### config.mk
export PLATFORM = sky130hd
export DESIGN_NAME = pc_fetch
export DESIGN_NICKNAME = d
export VERILOG_FILES = /design/src/rtl/core_pkg.sv /design/src/rtl/pc_fetch.sv
export SDC_FILE = /design/constraint.sdc
export NUM_CORES = 1
export LEC_CHECK = 0
export CORE_ASPECT_RATIO = 0.8
export CORE_MARGIN = 2
export CORE_UTILIZATION = 45
export DETAILED_ROUTE_END_ITERATION = 8
export PLACE_DENSITY = 0.95
export SLEW_MARGIN = 20
export SYNTH_ARGS = -nofsm -noshare
export SYNTH_HDL_FRONTEND = slang
export SYNTH_SLANG_ARGS = --single-unit
### constraint.sdc
create_clock -name clk -period 5 [get_ports clk]
set_clock_uncertainty 0.05 [all_clocks]
set_input_delay 1.5 -clock clk [delete_from_list [all_inputs] [get_ports clk]]
set_output_delay 1.5 -clock clk [all_outputs]
set_load 0.1 [all_outputs]
### src/rtl/core_pkg.sv
// ============================================================================
// core_pkg : shared width and fetch FSM state encoding for the core front end
// Revision : 1.0
// ============================================================================
`default_nettype none

package core_pkg;

    localparam int XLEN = 32;

    typedef enum logic [2:0] {
        REQ       = 3'd0,
        WAIT_RESP = 3'd1,
        ISSUE     = 3'd2,
        WAIT_NEXT = 3'd3,
        FAULT     = 3'd4
    } fetch_state_t;

endpackage

`default_nettype wire

### src/rtl/pc_fetch.sv
// ============================================================================
// pc_fetch : architectural PC holder, single-outstanding instruction fetch.
//            Optional misaligned-next-PC trap under macro MISALIGN_TRAP_EN.
// Revision : 1.0
// ============================================================================
`default_nettype none

module pc_fetch
    import core_pkg::*;
#(
    parameter logic [XLEN-1:0] RESET_PC = 32'h0000_0000
) (
    input  logic            clk,
    input  logic            rst_n,
    output logic [XLEN-1:0] pc,
    input  logic            next_pc_valid,
    input  logic [XLEN-1:0] next_pc,
    output logic            imem_req_valid,
    input  logic            imem_req_ready,
    output logic [XLEN-1:0] imem_addr,
    input  logic            imem_resp_valid,
    input  logic [XLEN-1:0] imem_resp_data,
    output logic            inst_valid,
    input  logic            inst_ready,
    output logic [XLEN-1:0] inst,
    output logic [XLEN-1:0] inst_pc,
    output logic [XLEN-1:0] fetch_count,
    output logic            misalign_fault
);

    fetch_state_t    state_q;
    logic [XLEN-1:0] pc_q;
    logic [XLEN-1:0] inst_q;
    logic [XLEN-1:0] inst_pc_q;
    logic [XLEN-1:0] fetch_count_q;
    logic            misalign_q;

    logic [XLEN-1:0] pc_d;
    logic            next_pc_bad;

`ifdef MISALIGN_TRAP_EN
    assign pc_d        = next_pc;
    assign next_pc_bad = |next_pc[1:0];
`else
    // Without the trap, the low bits are simply dropped to keep fetches word aligned.
    logic unused_next_pc_lsbs;
    assign unused_next_pc_lsbs = ^next_pc[1:0];
    assign pc_d        = {next_pc[XLEN-1:2], 2'b00};
    assign next_pc_bad = 1'b0;
`endif

    always_ff @(posedge clk or negedge rst_n) begin
        if (!rst_n) begin
            state_q       <= REQ;
            pc_q          <= RESET_PC;
            inst_q        <= '0;
            inst_pc_q     <= '0;
            fetch_count_q <= '0;
            misalign_q    <= 1'b0;
        end else begin
            unique case (state_q)
                REQ: begin
                    if (imem_req_ready) begin
                        state_q <= WAIT_RESP;
                    end
                end
                WAIT_RESP: begin
                    if (imem_resp_valid) begin
                        inst_q    <= imem_resp_data;
                        inst_pc_q <= pc_q;
                        state_q   <= ISSUE;
                    end
                end
                ISSUE: begin
                    if (inst_ready) begin
                        fetch_count_q <= fetch_count_q + 32'd1;
                        state_q       <= WAIT_NEXT;
                    end
                end
                WAIT_NEXT: begin
                    if (next_pc_valid) begin
                        if (next_pc_bad) begin
                            misalign_q <= 1'b1;
                            state_q    <= FAULT;
                        end else begin
                            pc_q    <= pc_d;
                            state_q <= REQ;
                        end
                    end
                end
                FAULT: begin
                    state_q <= FAULT;
                end
                default: begin
                    state_q <= REQ;
                end
            endcase
        end
    end

    // Valids are gated by rst_n so nothing is offered while reset is held.
    assign imem_req_valid = (state_q == REQ) && rst_n;
    assign inst_valid     = (state_q == ISSUE) && rst_n;
    assign imem_addr      = pc_q;
    assign pc             = pc_q;
    assign inst           = inst_q;
    assign inst_pc        = inst_pc_q;
    assign fetch_count    = fetch_count_q;

`ifdef MISALIGN_TRAP_EN
    assign misalign_fault = misalign_q;
`else
    logic unused_misalign_q;
    assign unused_misalign_q = misalign_q;
    assign misalign_fault    = 1'b0;
`endif

endmodule

`default_nettype wire

After elaboration in Yosys (flattened, before gate mapping) --
Index checks and enable logic that the tools add are counted.
Cells by class: add/sub/neg operators 1, $mul 0, divide/modulo/power cells 0, magnitude comparators 0, equality and inequality tests 8, shifts and indexed selects 0, multiplexer cells 5, bitwise logic cells 0, reduce and logical (&&, ||, !) cells 7
Operator list (number):
- adder 32 x 1 -> 32 bit (second input constant) | 1
- one-hot mux 3 bit (5 select lines) | 1
- 2-to-1 mux 3 bit | 4
- != test 2 bit (second input constant) | 4
- equality test 3 x 2 -> 1 bit (second input constant) | 2
- AND reduction 2 bit | 3
- AND reduction 4 bit | 1
- equality test 3 x 1 -> 1 bit (second input constant) | 1
- equality test 3 bit (second input constant) | 1
- zero test 3 bit | 1
- logical AND 1 bit | 2
Word-level totals: bits in registers 127, latch bits 0, bits in writable memories 0, bits in read-only memories 0, input bits 70, output and inout port bits 163, logic and storage cells 26, memories 0

Depth between registers and ports, before layout --
Gate-level depths: netlist (run 1).
word-level depth 3, gate-level depth with buffers 7, depth with buffers taken out 5

Worst setup path before layout (run 1) --
No wires, ideal clock.
path kind in2out, start point in rst_n, end point out imem_req_valid, arrival 4547 ps, required time 3450 ps, setup slack -1097 ps, cell stages on the path 1, path through nor4b_1
On the way: word-level cells in the longest chain between the ends 1
RTL lines:
- from (decl) | RTL line pc_fetch.sv:14 | input logic rst_n,
- logical AND 1 bit | RTL line pc_fetch.sv:102 | assign imem_req_valid = (state_q == REQ) && rst_n;
- to (decl) | RTL line pc_fetch.sv:18 | output logic imem_req_valid,
No other way between the ends.

Final worst setup path (run 1) --
start point in rst_n, end point out inst_valid
On the way: word-level cells in the longest chain between the ends 1
RTL lines:
- logical AND 1 bit | RTL line pc_fetch.sv:103 | assign inst_valid = (state_q == ISSUE) && rst_n;
- to (decl) | RTL line pc_fetch.sv:23 | output logic inst_valid,
No other way between the ends.

==> results of run 1 <==
state kept, by name (all words and copies together), names as in the netlist:
| register | count |
|---|---|
| state_q | 3 |
| imem_addr | 30 |
| inst_pc | 30 |
| fetch_count | 32 |
| inst | 32 |
final timing paths:
check	end	slack (ns)	cells past startpoint
min in group asynchronous	imem_addr[3]$_DFFE_PN0P_	1.25	2
worst min-delay path	fetch_count[31]$_DFFE_PN0P_	0.43	1
worst max register to register	inst_pc[16]$_DFFE_PN0P_	2.88	3
worst min register to register	fetch_count[31]$_DFFE_PN0P_	0.43	1
max in group asynchronous	imem_addr[19]$_DFFE_PN0P_	3.12	2
worst max-delay path	inst_valid	1.23	3
cell type report:
cell class,instances,area [sq um]
clock buffer,19,442.9
fill,776,3470
clock inverter,13,165.2
tap,148,185.2
timing repair buffer,227,2280
sequential,127,3178
multi-input combinational,203,1841
cell families after synthesis:
| family | Yosys count |
|---|---|
| adder cells (fa/ha/maj) | 1 |
| AO/OA/AOI/OAI | 4 |
| XOR/XNOR | 31 |
| AND/OR/NAND/NOR | 67 |
| flip-flops | 127 |
| buffers and inverters | 52 |
| other | 1 |
| multiplexers | 93 |
cell usage in the layout, fill, tap and decap left out:
cell type	n
nand3_1	12
o21ai_0	1
nor4b_4	1
clkinv_4	4
dfrtp_1	127
and4_1	7
nor4bb_4	1
or2_2	1
nor4b_2	1
nor2_1	6
clkbuf_1	1
buf_4	5
conb_1	7
nand4b_1	1
nand4_1	9
clkbuf_8	1
and2_1	1
clkinvlp_4	4
clkdlybuf4s50_1	220
bufinv_16	3
mux2_2	93
nor3_1	2
nor4bb_2	1
xor2_1	7
a211oi_1	1
and4bb_1	1
nor4_2	1
xnor2_1	24
nor3b_1	1
nand4_4	1
clkinv_2	2
nand2_1	12
and3_1	8
ha_1	1
buf_12	2
clkbuf_16	17
a21oi_1	2
worst max-delay path, delay by kind of cell:
kind,cells,cell delay [ns]
and+or+nand+nor,1,0.39
buffers and inverters,2,0.33
per-stage QoR:
| stage | worst slack [ns] | instances |
|---|---|---|
| 2_1_floorplan | 0.1422 | 382 |
| 3_3_place_gp | 1.226 | 705 |
| 3_5_place_dp | 1.219 | 705 |
| 4_1_cts | 1.213 | 737 |
| 5_1_grt | 1.203 | 737 |
| 6_report | 1.230 | 737 |
per-layer routing:
layer	GRT usage [%]	wire length, microns	part of all wire, %
met3	6.920	1094	8.5
met4	7.101	139	1.1
met2	35.90	6526	51
met5	0	0	0
met1	23.81	5108	40
==> flow_metrics.env, run 1 <==
export IMPL_first_pass_iters=4
export IMPL_start_util_pct=46.32
export IMPL_synth_mux_area_share_pct=19.56
export IMPL_critical_path_class="in2out"
export IMPL_yosys_area_share_simple_pct=8.084
export IMPL_final_setup_tns_ns=0
export IMPL_crit_start="rst_n"
export IMPL_synthTopCellsByArea="dfrtp_1, mux2_2, buf_4"
export IMPL_yosys_top_cells_count="dfrtp_1, mux2_2, buf_4"
export IMPL_cts_sinks=127
export IMPL_area_growth_pct=51.10
export IMPL_core_sq_um=11560
export IMPL_syn_inst=376
export IMPL_max_slew_margin_pct=31.84
export IMPL_cts_tree="done"
export IMPL_dp_hpwl_mm=9.071
export IMPL_grt_pass1_wl_mm=20.49
export IMPL_final_core_util_pct=69.99
export IMPL_yosysUniqueCellTypes=29
export IMPL_cp_start_kind="primary input"
export IMPL_die_width_microns=126.0
export IMPL_min_from="fetch_count[31]$_DFFE_PN0P_"
export IMPL_cts_hold_buf=0
export IMPL_wl_per_cell_microns=17.46
export IMPL_io_pins=233
export IMPL_status="finished clean"
export IMPL_postRouteAntennaNets=0
export IMPL_synth_compound_area_share_pct=0.4206
export IMPL_diodes=0
export IMPL_fin_crit_sh_pct=75.41
export IMPL_synth_top_area_cell="dfrtp_1"
export IMPL_die_h_microns=101.6
export IMPL_grt_max_degree=66
export IMPL_worstMarginPinSlew_ns=1.019
export IMPL_drcViolationCount=0
export IMPL_final_area_sq_um=8092
export IMPL_setup_viol=0
export IMPL_hp_class="reg2reg"
export IMPL_nets=647
export IMPL_synth_xor_area_share_pct=5.070
export IMPL_synth_top_area_share_pct=59.35
export IMPL_globalplace_congestion=0.8166
export IMPL_ys_flop_type="dfrtp_1"
export IMPL_finalMaxSlewViolations=0
export IMPL_synth_most_common_cell="dfrtp_1"
export IMPL_numPortBuffers=223
export IMPL_fmax_mhz=265.2
export IMPL_crit_path_max_incr_delay_ns=0.39
export IMPL_dr_first_iter_drc_count=132
export IMPL_worstPathArrival_ns=2.22
export IMPL_drive_above_1_share_pct=23.43
export IMPL_maxCapViolations=0
export IMPL_grt_ovfl_total=0
export IMPL_critPathRequiredTime_ns=3.45
export IMPL_synth_top_family_by_area="multiplexers"
export IMPL_synth_seq_cells=127
export IMPL_finalHoldViolCount=0
export IMPL_rsz0062_at_grt="no"
export IMPL_async_flop_share_pct=100.0
export IMPL_die_area_sq_um=12790
export IMPL_cts_setup_buffers=0
export IMPL_grt_util_all_layers_pct=20.46
export IMPL_synth_seq_area_share_pct=59.35
export IMPL_grt_pass1_vias=3935
export IMPL_clk_latency_ns=0.40
export IMPL_cts_resized=0
export IMPL_cp_cell_sequence="buf_4 > nor4bb_2 > buf_12"
export IMPL_synth_fa_ha_area_share_pct=0.2336
export IMPL_slowest_stage="nor4bb_2"
export IMPL_htreeDepth=4
export IMPL_fp_row_count=35
export IMPL_syn_avg_cell_area_sq_um=14.24
export IMPL_r2r_start="state_q[1]$_DFFE_PN0P_"
export IMPL_cts_max_path_buffers=2
export IMPL_synth_cell_area_sq_um=5355
export IMPL_min_period_ns=3.770
export IMPL_ys_warnings_count=0
export IMPL_dpl_cell_area_sq_um=7483
export IMPL_crit_fanout=4
export IMPL_setup_worst_path_end_class="output port"
export IMPL_hold_ws_ns=0.4331
export IMPL_synth_edf_count=0
export IMPL_vias=3703
export IMPL_via_per_inst=5.024
export IMPL_cts_clk_slew_worst_paths_ns=0.06
export IMPL_antenna_found_initial=0
export IMPL_cts_root_buf="clkbuf_16"
export IMPL_cts_buffers=17
export IMPL_wirelength_mm=12.87
Power of run 1 is left out: the tool's default activity adds up to more than one toggle a clock period on the data nets, which glitch-free logic cannot reach.
==> inputs of run 2 (changes only) <==
--- a/config.mk
+++ b/config.mk
@@ -7,9 +7,9 @@
 export LEC_CHECK = 0
 export CORE_ASPECT_RATIO = 0.8
 export CORE_MARGIN = 2
-export CORE_UTILIZATION = 45
+export CORE_UTILIZATION = 42
 export DETAILED_ROUTE_END_ITERATION = 8
-export PLACE_DENSITY = 0.95
+export PLACE_DENSITY = 0.9
 export SLEW_MARGIN = 20
 export SYNTH_ARGS = -nofsm -noshare
 export SYNTH_HDL_FRONTEND = slang
==> constraint.sdc (replaced) <==
create_clock -name clk -period 3.5 [get_ports clk]
set_clock_uncertainty 0.05 [all_clocks]
set_input_delay 1.05 -clock clk [delete_from_list [all_inputs] [get_ports clk]]
set_output_delay 1.05 -clock clk [all_outputs]
set_load 0.1 [all_outputs]
==> run 2 against run 1 <==
Net effect:
- clock-buffer cell count rose by 4
- register-to-register slack got worse by 1.4 ns
- non-clock buffer count grew 1
- setup slack lost 0.56 ns
- critical endpoint is now imem_req_valid
==> flow_metrics.env, run 2 (synthesis gave the netlist of run 1 again) <==
export IMPL_status="finished clean"
export IMPL_max_slew_margin_pct=60.16
export IMPL_finalHoldViolCount=0
export IMPL_cts_setup_buffers=0
export IMPL_cts_clk_slew_worst_paths_ns=0.05
export IMPL_fmax_mhz=353.7
export IMPL_die_width_microns=130.2
export IMPL_cts_tree="done"
export IMPL_die_area_sq_um=13680
export IMPL_start_util_pct=43.55
export IMPL_core_sq_um=12300
export IMPL_layout_common_cells="buf_4, dfrtp_1, mux2_2"
export IMPL_grt_pass1_vias=3749
export IMPL_via_per_inst=4.790
export IMPL_cts_root_buf="clkbuf_16"
export IMPL_r2r_cells=4
export IMPL_wirelength_mm=12.16
export IMPL_setup_viol=0
export IMPL_vias=3650
export IMPL_maxCapViolations=0
export IMPL_clk_latency_ns=0.41
export IMPL_cts_max_path_buffers=2
export IMPL_antenna_found_initial=1
export IMPL_fin_crit_sh_pct=80.77
export IMPL_globalplace_congestion=0.7848
export IMPL_wl_per_cell_microns=15.96
export IMPL_die_h_microns=105.0
export IMPL_finalMaxSlewViolations=0
export IMPL_worstMarginPinSlew_ns=0.5976
export IMPL_setup_worst_path_end_class="output port"
export IMPL_cts_resized=0
export IMPL_crit_fanout=4
export IMPL_postRouteAntennaNets=0
export IMPL_dr_first_iter_drc_count=151
export IMPL_grt_pass1_wl_mm=18.75
export IMPL_hp_class="reg2reg"
export IMPL_cts_hold_buf=0
export IMPL_fp_row_count=36
export IMPL_nets=648
export IMPL_min_path_cells=1
export IMPL_drive_above_1_share_pct=49.49
export IMPL_rsz0062_at_grt="no"
export IMPL_numPortBuffers=223
export IMPL_final_common_cell="buf_4"
export IMPL_grt_ovfl_total=0
export IMPL_first_pass_iters=4
export IMPL_grt_max_degree=63
export IMPL_htreeDepth=4
export IMPL_dp_hpwl_mm=8.809
export IMPL_drcViolationCount=0
export IMPL_io_pins=233
export IMPL_critPathRequiredTime_ns=2.40
export IMPL_final_core_util_pct=63.05
export IMPL_critical_path_class="in2out"
export IMPL_worstPathArrival_ns=1.73
export IMPL_cts_buffers=17
export IMPL_cp_start_kind="primary input"
export IMPL_min_period_ns=2.827
export IMPL_cts_sinks=127
export IMPL_area_growth_pct=44.79
export IMPL_grt_util_all_layers_pct=17.92
run 2: worst paths after layout:
| kind | start | endpoint | slack (ns) |
|---|---|---|---|
| min in group asynchronous | rst_n | fetch_count[5]$_DFFE_PN0P_ | 0.65 |
| max reg2reg | state_q[2]$_DFFE_PN0P_ | fetch_count[31]$_DFFE_PN0P_ | 1.44 |
| max | rst_n | imem_req_valid | 0.67 |
| min | fetch_count[31]$_DFFE_PN0P_ | fetch_count[31]$_DFFE_PN0P_ | 0.44 |
| min reg2reg | fetch_count[31]$_DFFE_PN0P_ | fetch_count[31]$_DFFE_PN0P_ | 0.44 |
| max in group asynchronous | rst_n | imem_addr[6]$_DFFE_PN0P_ | 1.80 |
run 2: stage by stage:
| step | setup WS, ns | hold slack [ns] | TNS, ns | cell area (sq um) | instances |
|---|---|---|---|---|---|
| 2_1_floorplan | -0.3304 | 0.4852 | -0.3304 | 5399 | 382 |
| 3_5_place_dp | 0.5354 | 0.4355 | 0 | 7156 | 729 |
| 5_1_grt | 0.6476 | 0.4601 | 0 | 7754 | 762 |
| 6_report | 0.6729 | 0.4424 | 0 | 7754 | 762 |
| 4_1_cts | 0.6611 | 0.4466 | 0 | 7751 | 761 |
| 3_3_place_gp | 0.5842 | 0.4158 | 0 | 7156 | 729 |
run 2: area by class of cell:
| cell class | instances | area, sq um |
|---|---|---|
| diodes | 1 | 2.502 |
| clock buffers | 23 | 488.0 |
| clock inverters | 9 | 107.6 |
| fillers | 928 | 4543 |
| multi-input cells | 203 | 1849 |
| flip-flops and latches | 127 | 3178 |
| well taps | 171 | 214.0 |
| repair buffers | 228 | 1914 |
run 2: routing by layer:
metal,GRT usage [%],vias to the layer above,wire length [microns]
met2,29.81,164,6139
met1,20.28,1792,4748
met3,6.861,17,1133
li1,-,1677,-
met4,8.141,0,142
met5,0,-,0
run 2: worst max-delay path, cell delays in order:
cell	delay, ns
buf_4	0.11
nor4b_2	0.34
buf_12	0.23
Power of run 2 is left out for the same reason.
==> inputs of run 3 (changes only) <==
--- a/config.mk
+++ b/config.mk
@@ -7,9 +7,9 @@
 export LEC_CHECK = 0
 export CORE_ASPECT_RATIO = 0.8
 export CORE_MARGIN = 2
-export CORE_UTILIZATION = 42
+export CORE_UTILIZATION = 38
 export DETAILED_ROUTE_END_ITERATION = 8
-export PLACE_DENSITY = 0.9
+export PLACE_DENSITY = 0.86
 export SLEW_MARGIN = 20
 export SYNTH_ARGS = -nofsm -noshare
 export SYNTH_HDL_FRONTEND = slang
==> constraint.sdc (replaced) <==
create_clock -name clk -period 2.5 [get_ports clk]
set_clock_uncertainty 0.05 [all_clocks]
set_input_delay 0.75 -clock clk [delete_from_list [all_inputs] [get_ports clk]]
set_output_delay 0.75 -clock clk [all_outputs]
set_load 0.1 [all_outputs]
==> run 3 against run 2 <==
Net effect:
- utilization fell by 5.8 points
- flip-flop and latch count stayed put
- sequential share of layout area shrank 0.33 points
- wire length increased by 1.5%
- cell count is 1.4% higher
- non-clock buffer count is 4 higher
- global-route usage is 1.0 points lower
- via count down 0.33%
- clock-buffer cell count down 2
- critical path depth fell by 1
- register-to-register slack got worse by 0.80 ns
- die area increased by 10%
==> flow_metrics.env, run 3 (synthesis gave the netlist of run 1 again) <==
export IMPL_htreeDepth=4
export IMPL_die_width_microns=136.7
export IMPL_final_area_sq_um=7819
export IMPL_dp_cells=742
export IMPL_cts_buffers=17
export IMPL_rsz0062_at_grt="no"
export IMPL_cts_max_path_buffers=2
export IMPL_cts_root_buf="clkbuf_16"
export IMPL_fp_row_count=38
export IMPL_vias=3638
export IMPL_postRouteAntennaNets=0
export IMPL_cts_sinks=127
export IMPL_numPortBuffers=223
export IMPL_worstMarginPinSlew_ns=0.6500
export IMPL_dr_first_iter_drc_count=164
export IMPL_fillers=1057
export IMPL_io_pins=233
export IMPL_die_h_microns=110.2
export IMPL_globalplace_congestion=0.7386
export IMPL_cts_hold_buf=0
export IMPL_dpl_cell_area_sq_um=7243
export IMPL_fmax_mhz=428.0
export IMPL_start_util_pct=39.24
export IMPL_status="finished clean"
export IMPL_grt_pass1_vias=3767
export IMPL_rrSetupSlack_ns=0.64
export IMPL_hp_class="in2async"
export IMPL_fin_crit_sh_pct=93.46
export IMPL_finalNonFillerCells=773
export IMPL_crit_fanout=10
export IMPL_core_sq_um=13650
export IMPL_die_area_sq_um=15060
export IMPL_setup_worst_path_end_class="output port"
export IMPL_final_setup_worst_slack_ns=0.1635
export IMPL_cts_setup_buffers=0
export IMPL_post_place_ws_ns=-0.007690
export IMPL_grt_ovfl_total=0
export IMPL_final_common_cell="buf_4"
export IMPL_cp_start_kind="flop"
export IMPL_hold_ws_ns=0.09846
export IMPL_layout_common_cells="buf_4, dfrtp_1, mux2_2"
export IMPL_grt_max_degree=125
export IMPL_grt_pass1_wl_mm=19.32
export IMPL_setup_viol=0
export IMPL_max_slew_margin_pct=56.67
export IMPL_worstPathArrival_ns=1.54
export IMPL_maxCapViolations=0
export IMPL_antenna_found_initial=0
export IMPL_via_per_inst=4.706
export IMPL_grt_util_all_layers_pct=16.88
export IMPL_critical_path_class="reg2out"
export IMPL_cts_clk_slew_worst_paths_ns=0.05
export IMPL_drive_above_1_share_pct=49.92
export IMPL_wl_per_cell_microns=15.97
export IMPL_nets=652
export IMPL_diodes=0
export IMPL_drcViolationCount=0
export IMPL_first_pass_iters=4
export IMPL_area_growth_pct=46.00
export IMPL_critPathRequiredTime_ns=1.70
export IMPL_finalHoldViolCount=0
export IMPL_cts_tree="done"
export IMPL_finalMaxSlewViolations=0
export IMPL_wirelength_mm=12.35
export IMPL_dp_hpwl_mm=8.848
export IMPL_clk_latency_ns=0.41
export IMPL_min_period_ns=2.336
-- run 3: through the flow --
| stage | setup TNS, ns | utilization (%) |
|---|---|---|
| global route | 0 | 57.30 |
| global placement | 0 | 53.08 |
| detailed placement | -0.03330 | 53.08 |
| floorplan | -0.1432 | - |
| CTS | 0 | 57.29 |
| finish | 0 | 57.30 |
-- run 3: final timing paths --
path	start	end	cells past startpoint
worst max-delay path	state_q[0]$_DFFE_PN0P_	inst_valid	2
min in group clk	fetch_count[31]$_DFFE_PN0P_	fetch_count[31]$_DFFE_PN0P_	1
max in group asynchronous	rst_n	inst[17]$_DFFE_PN0P_	2
worst min-delay path	rst_n	state_q[2]$_DFFE_PN0P_	1
worst max register to register	state_q[2]$_DFFE_PN0P_	fetch_count[28]$_DFFE_PN0P_	5
worst min register to register	fetch_count[31]$_DFFE_PN0P_	fetch_count[31]$_DFFE_PN0P_	1
-- run 3: timing repair --
item	CTS	global route
hold endpoints to repair	0	0
resized for setup	0	1
setup endpoints to repair	0	1
-- run 3: cell type report --
cell class	count	area, sq um	area share [%]
Multi-Input combinational cell	203	1858	23.76
Tap cell	180	225.2	2.880
Timing Repair Buffer	232	1982	25.35
Clock buffer	21	460.4	5.889
Sequential cell	127	3179	40.66
Clock inverter	10	113.9	1.456
-- run 3: layer usage --
layer  vias up  routed length, microns  global-route usage (%)
met4         0                     218                   7.738
li1       1685                       -                       -
met5         -                       0                       0
met2       153                    6214                   28.39
met1      1784                    4939                   19.95
met3        16                     975                   5.213
-- run 3: worst max-delay path, stage by stage (launching register included) --
cell,delay (ns)
dfrtp_1,0.51
nor4bb_4,0.40
buf_12,0.22
Power of run 3 is left out for the same reason.
